$ cat config.mk
export PLATFORM = sky130hd
export DESIGN_NAME = reg_display_driver
export DESIGN_NICKNAME = d
export VERILOG_FILES = /design/src/rtl/reg_display_driver.sv
export SDC_FILE = /design/constraint.sdc
export NUM_CORES = 1
export LEC_CHECK = 0
export BUFFER_PORTS_ARGS = -buffer_cell sky130_fd_sc_hd__buf_4
export CAP_MARGIN = 20
export CELL_PAD_IN_SITES_DETAIL_PLACEMENT = 1
export CELL_PAD_IN_SITES_GLOBAL_PLACEMENT = 1
export CORE_ASPECT_RATIO = 1.75
export CORE_MARGIN = 2
export CORE_UTILIZATION = 30
export CTS_CLUSTER_DIAMETER = 120
export DETAILED_ROUTE_END_ITERATION = 8
export PLACE_DENSITY_LB_ADDON = 0.08
export RECOVER_POWER = 100
export REMOVE_ABC_BUFFERS = 1
export SYNTH_ARGS = -nofsm -noshare
export SYNTH_HDL_FRONTEND = slang
export SYNTH_SLANG_ARGS = --single-unit
export TNS_END_PERCENT = 30
$ cat constraint.sdc
create_clock -name clock -period 4.3 [get_ports clock]
set_input_delay 0.43 -clock clock [delete_from_list [all_inputs] [get_ports clock]]
set_output_delay 0.43 -clock clock [all_outputs]
set_load 0.01 [all_outputs]
$ cat src/rtl/reg_display_driver.sv
// reg_display_driver: captures a signed 8-bit register value, converts its
// magnitude to BCD with a shift-add-3 sequence, and drives two seven-segment
// digits plus sign and overflow indicators. One newer value can be queued
// while a conversion is running; only the most recent one is kept.
module reg_display_driver (
    input  logic       clock,
    input  logic       reset,
    input  logic [7:0] value,
    input  logic       load,
    output logic [6:0] ten,
    output logic [6:0] one,
    output logic       neg,
    output logic       ovf,
    output logic       busy
);

    typedef enum logic [1:0] {
        IDLE = 2'd0,
        CONV = 2'd1,
        UPD  = 2'd2
    } state_t;

    localparam logic [6:0] SEG_BLANK = 7'b0000000;
    localparam logic [6:0] SEG_DASH  = 7'b0000001;
    localparam logic [6:0] SEG_ZERO  = 7'b1111110;

    // Segment pattern {a..g} for a single decimal digit.
    function automatic logic [6:0] seg_code(input logic [3:0] d);
        case (d)
            4'd0:    seg_code = 7'b1111110;
            4'd1:    seg_code = 7'b0110000;
            4'd2:    seg_code = 7'b1101101;
            4'd3:    seg_code = 7'b1111001;
            4'd4:    seg_code = 7'b0110011;
            4'd5:    seg_code = 7'b1011011;
            4'd6:    seg_code = 7'b1011111;
            4'd7:    seg_code = 7'b1110000;
            4'd8:    seg_code = 7'b1111111;
            4'd9:    seg_code = 7'b1111011;
            default: seg_code = SEG_BLANK;
        endcase
    endfunction

    // Unsigned magnitude of a two's-complement byte; -128 maps to 128.
    function automatic logic [7:0] abs8(input logic [7:0] v);
        abs8 = v[7] ? (~v + 8'd1) : v;
    endfunction

    state_t      state_q, state_d;
    logic [7:0]  mag_q, mag_d;
    logic [9:0]  bcd_q, bcd_d;
    logic [2:0]  cnt_q, cnt_d;
    logic        sign_q, sign_d;
    logic [7:0]  pend_q, pend_d;
    logic        pend_valid_q, pend_valid_d;
    logic [6:0]  ten_q, ten_d;
    logic [6:0]  one_q, one_d;
    logic        neg_q, neg_d;
    logic        ovf_q, ovf_d;

    logic [9:0]  bcd_adj;
    logic [7:0]  start_src;
    logic        ovf_now;

    // Next-state, datapath and display update logic.
    always_comb begin
        state_d      = state_q;
        mag_d        = mag_q;
        bcd_d        = bcd_q;
        cnt_d        = cnt_q;
        sign_d       = sign_q;
        pend_d       = pend_q;
        pend_valid_d = pend_valid_q;
        ten_d        = ten_q;
        one_d        = one_q;
        neg_d        = neg_q;
        ovf_d        = ovf_q;

        // Add-3 correction on the nibbles before each shift; the 2-bit
        // hundreds field can never reach 5 for magnitudes up to 128.
        bcd_adj = bcd_q;
        if (bcd_q[3:0] >= 4'd5) bcd_adj[3:0] = bcd_q[3:0] + 4'd3;
        if (bcd_q[7:4] >= 4'd5) bcd_adj[7:4] = bcd_q[7:4] + 4'd3;

        // A fresh load always beats a queued value when starting.
        start_src = load ? value : pend_q;
        ovf_now   = (bcd_q[9:8] != 2'd0);

        case (state_q)
            IDLE: begin
                if (load) begin
                    mag_d   = abs8(value);
                    sign_d  = value[7];
                    bcd_d   = '0;
                    cnt_d   = '0;
                    state_d = CONV;
                end
            end
            CONV: begin
                bcd_d = {bcd_adj[8:0], mag_q[7]};
                mag_d = {mag_q[6:0], 1'b0};
                cnt_d = cnt_q + 3'd1;
                if (cnt_q == 3'd7) state_d = UPD;
                if (load) begin
                    pend_d       = value;
                    pend_valid_d = 1'b1;
                end
            end
            UPD: begin
                neg_d = sign_q;
                ovf_d = ovf_now;
                if (ovf_now) begin
                    ten_d = SEG_DASH;
                    one_d = SEG_DASH;
                end else begin
                    one_d = seg_code(bcd_q[3:0]);
                    ten_d = (bcd_q[7:4] == 4'd0) ? SEG_BLANK : seg_code(bcd_q[7:4]);
                end
                if (load || pend_valid_q) begin
                    mag_d        = abs8(start_src);
                    sign_d       = start_src[7];
                    bcd_d        = '0;
                    cnt_d        = '0;
                    pend_valid_d = 1'b0;
                    state_d      = CONV;
                end else begin
                    state_d = IDLE;
                end
            end
            default: begin
                state_d = IDLE;
            end
        endcase
    end

    // State and output registers with synchronous reset.
    always_ff @(posedge clock) begin
        if (reset) begin
            state_q      <= IDLE;
            mag_q        <= '0;
            bcd_q        <= '0;
            cnt_q        <= '0;
            sign_q       <= 1'b0;
            pend_q       <= '0;
            pend_valid_q <= 1'b0;
            ten_q        <= SEG_BLANK;
            one_q        <= SEG_ZERO;
            neg_q        <= 1'b0;
            ovf_q        <= 1'b0;
        end else begin
            state_q      <= state_d;
            mag_q        <= mag_d;
            bcd_q        <= bcd_d;
            cnt_q        <= cnt_d;
            sign_q       <= sign_d;
            pend_q       <= pend_d;
            pend_valid_q <= pend_valid_d;
            ten_q        <= ten_d;
            one_q        <= one_d;
            neg_q        <= neg_d;
            ovf_q        <= ovf_d;
        end
    end

    assign ten  = ten_q;
    assign one  = one_q;
    assign neg  = neg_q;
    assign ovf  = ovf_q;
    assign busy = (state_q != IDLE);

endmodule

==> metrics.txt <==
Die X=86.7 µm; worst skew pair latency=320 ps; tightest hold margin=431 ps; Post-CTS Setup Bufs=0; worst IR drop on VDD=~190 µV; Hold Crit Class=primary input to flop; Hold Path End=pend_q[4]; nets=484; Pwr Density=495 nW/µm²; vias in the first global route=3240; Warnings, synthesis=0; CTS tree=built; synth unique cells=a little over 60; Seq cells post-synth=63; # resized after CTS=0; Yosys top cell by area=dfxtp_1; Starting Density=30.8%; Synth Instances=433; first-pass GRT wire length=between 15000 and 20000 µm; fin cells=approximately 590; most common cell after layout, fill and taps aside=dfxtp_1; sequential share of the synthesized area=35.2%; Area Growth Syn to Fin=12.9%; crit path DAT=~3700 ps; Pre-Repair DR Iteration Count=4; vias per std cell=roughly 5.3; row count=52; RSZ-0062 raised after global routing=no; setup total negative slack=0 ps; Crit. End Element=flop; Min Clock Period, post-route=3440 ps; hold_sp=value[4]; clk buf depth=2; Max Slew Vio Count=0; TritonCTS buffer count=9; clk root buf=clkbuf_16; CP Launch Type=flop; share of the synthesized area in the top cell type=between 30% and 40%; critical path class=flop to flop; DIE AREA=12900 µm²; syn avg cell area=approximately 8.3 µm²; hold buffer count at cts=0; Ports=28; MaxCap Viol Count=0; initial antenna violation count=0; most frequent cells in the layout=dfxtp_1 (63), nor2_1 (52), nand2_1 (41); Final Util=34.8%; Worst-Margin Slew=954 ps; Placed Cells=around 570; clock skew=around 6.8 ps; drc violations=0; status=complete, no violations; clock-pin slew on the worst setup and hold paths=roughly 60 ps; critical path data required time=4560 ps; synth top area cells=dfxtp_1 (35%), ha_1 (8.7%), nor2_1 (5.4%), nand2_1 (4.3%), mux2i_1 (4.2%); layout cell share with drive strength beyond 1=7.95%; n_diodes=0; Hold Vio Cnt, Final=0; Routed wire per std cell=between 15 and 20 µm; total power=2.01 mW; grt ovf=0; die height=149 µm; Register-to-Register Path Depth=11; H-tree Lvls=3; top_reg_cell synth=dfxtp_1; clock sinks=63; Routability Congestion=between 0.7 and 0.8; leak pwr=roughly 1.5 nW; Total GRT Usage=16.8%; DRT antenna net count=0; CP Max Fanout=25; Post-synth EDFFs=0; largest net degree at the start of global routing=67; Post-Synthesis Cell Area=3590 µm²; DP Wirelength=7530 µm; port bufs=27; Max Fclk=0.291 GHz; Post-Route WL=10400 µm; reg2reg setup slack=860 ps; setup violators final=0; WHS Path Cells=3; asr flop ratio synth=0%; core footprint=11600 µm²; initial drt markers=91; reg2reg start=state_q[0]; via count=3120; fin crit share=around 80%; Max-slew headroom=between 30% and 40%
-- metrics by stage --
stage	instance area [µm²]	setup WS, ps
floorplan	3460	1260
global placement	3880	1230
detailed placement	3880	1170
CTS	4160	1110
global route	4050	506
finish	4050	863
-- cell usage after synthesis, types with 3 or more instances --
master and count:
a211oi_1 5, a21oi_1 25, a221o_1 7, a22oi_1 11, a311oi_1 3, a31oi_1 6
a32o_1 3, and2_1 3, buf_1 6, buf_2 5, clkbuf_1 16, dfxtp_1 63
ha_1 25, inv_1 22, mux2i_1 15, nand2_1 41, nand2b_1 7, nand3_1 18
nor2_1 52, nor2b_1 8, nor3_1 12, nor3b_1 3, o21ai_0 10, o32ai_1 3
or4_1 3, xnor2_1 12
-- layer usage --
layer / vias to the layer above / global-route usage (%) / wire length (µm)
li1: 1565 / - / -
met1: 1518 / 18.7 / 4330
met2: 25 / 30.9 / 5680
met3: 12 / 2.61 / 117
met4: 0 / 7.11 / 248
met5: - / 0 / 0
-- cells by family after synthesis --
family	count (synthesis)	share of synthesized area [%]
flip-flops	63	35.2
AO/OA/AOI/OAI	103	21.1
buffers and inverters	52	5.82
adder cells (fa/ha/maj)	25	8.72
AND/OR/NAND/NOR	160	21.2
multiplexers	18	5.13
XOR/XNOR	12	2.93
-- worst max-delay path, cell delays in order (launching register included) --
cell and delay (ps):
dfxtp_1 400, inv_1 90, ha_1 230, nor2_1 200, a21o_1 660, and2_1 390
a22oi_1 140, nor2_1 250, inv_1 130, ha_1 300, or4_1 500, nand3_1 90
-- power breakdown --
| group | leakage [nW] | switching (mW) | internal (mW) | total (mW) |
|---|---|---|---|---|
| Combinational | 0.890 | 0.400 | 0.216 | 0.615 |
| Clock | 0.127 | 0.277 | 0.389 | 0.666 |
| Sequential | 0.512 | 0.0609 | 0.665 | 0.725 |
| Total | 1.53 | 0.737 | 1.27 | 2.01 |
-- final cells by class --
class                      instances  area [µm²]
fill                            1414        7600
timing repair buffer              33         169
multi-input combinational        318        2090
clock inverter                     7        50.0
sequential                        63        1260
tap                              135         169
clock buffer                       9         225
inverter                          23        86.3
-- worst max-delay path by stage --
stage	from	endpoint	slack [ps]
2_1_floorplan	state_q[0]	flop	1260
3_3_place_gp	state_q[0]	flop	1230
3_5_place_dp	state_q[0]	flop	1170
4_1_cts	state_q[0]	flop	1110
5_1_grt	state_q[0]	flop	510
6_report	state_q[0]	flop	860
Power figures use the tool's default switching activity.
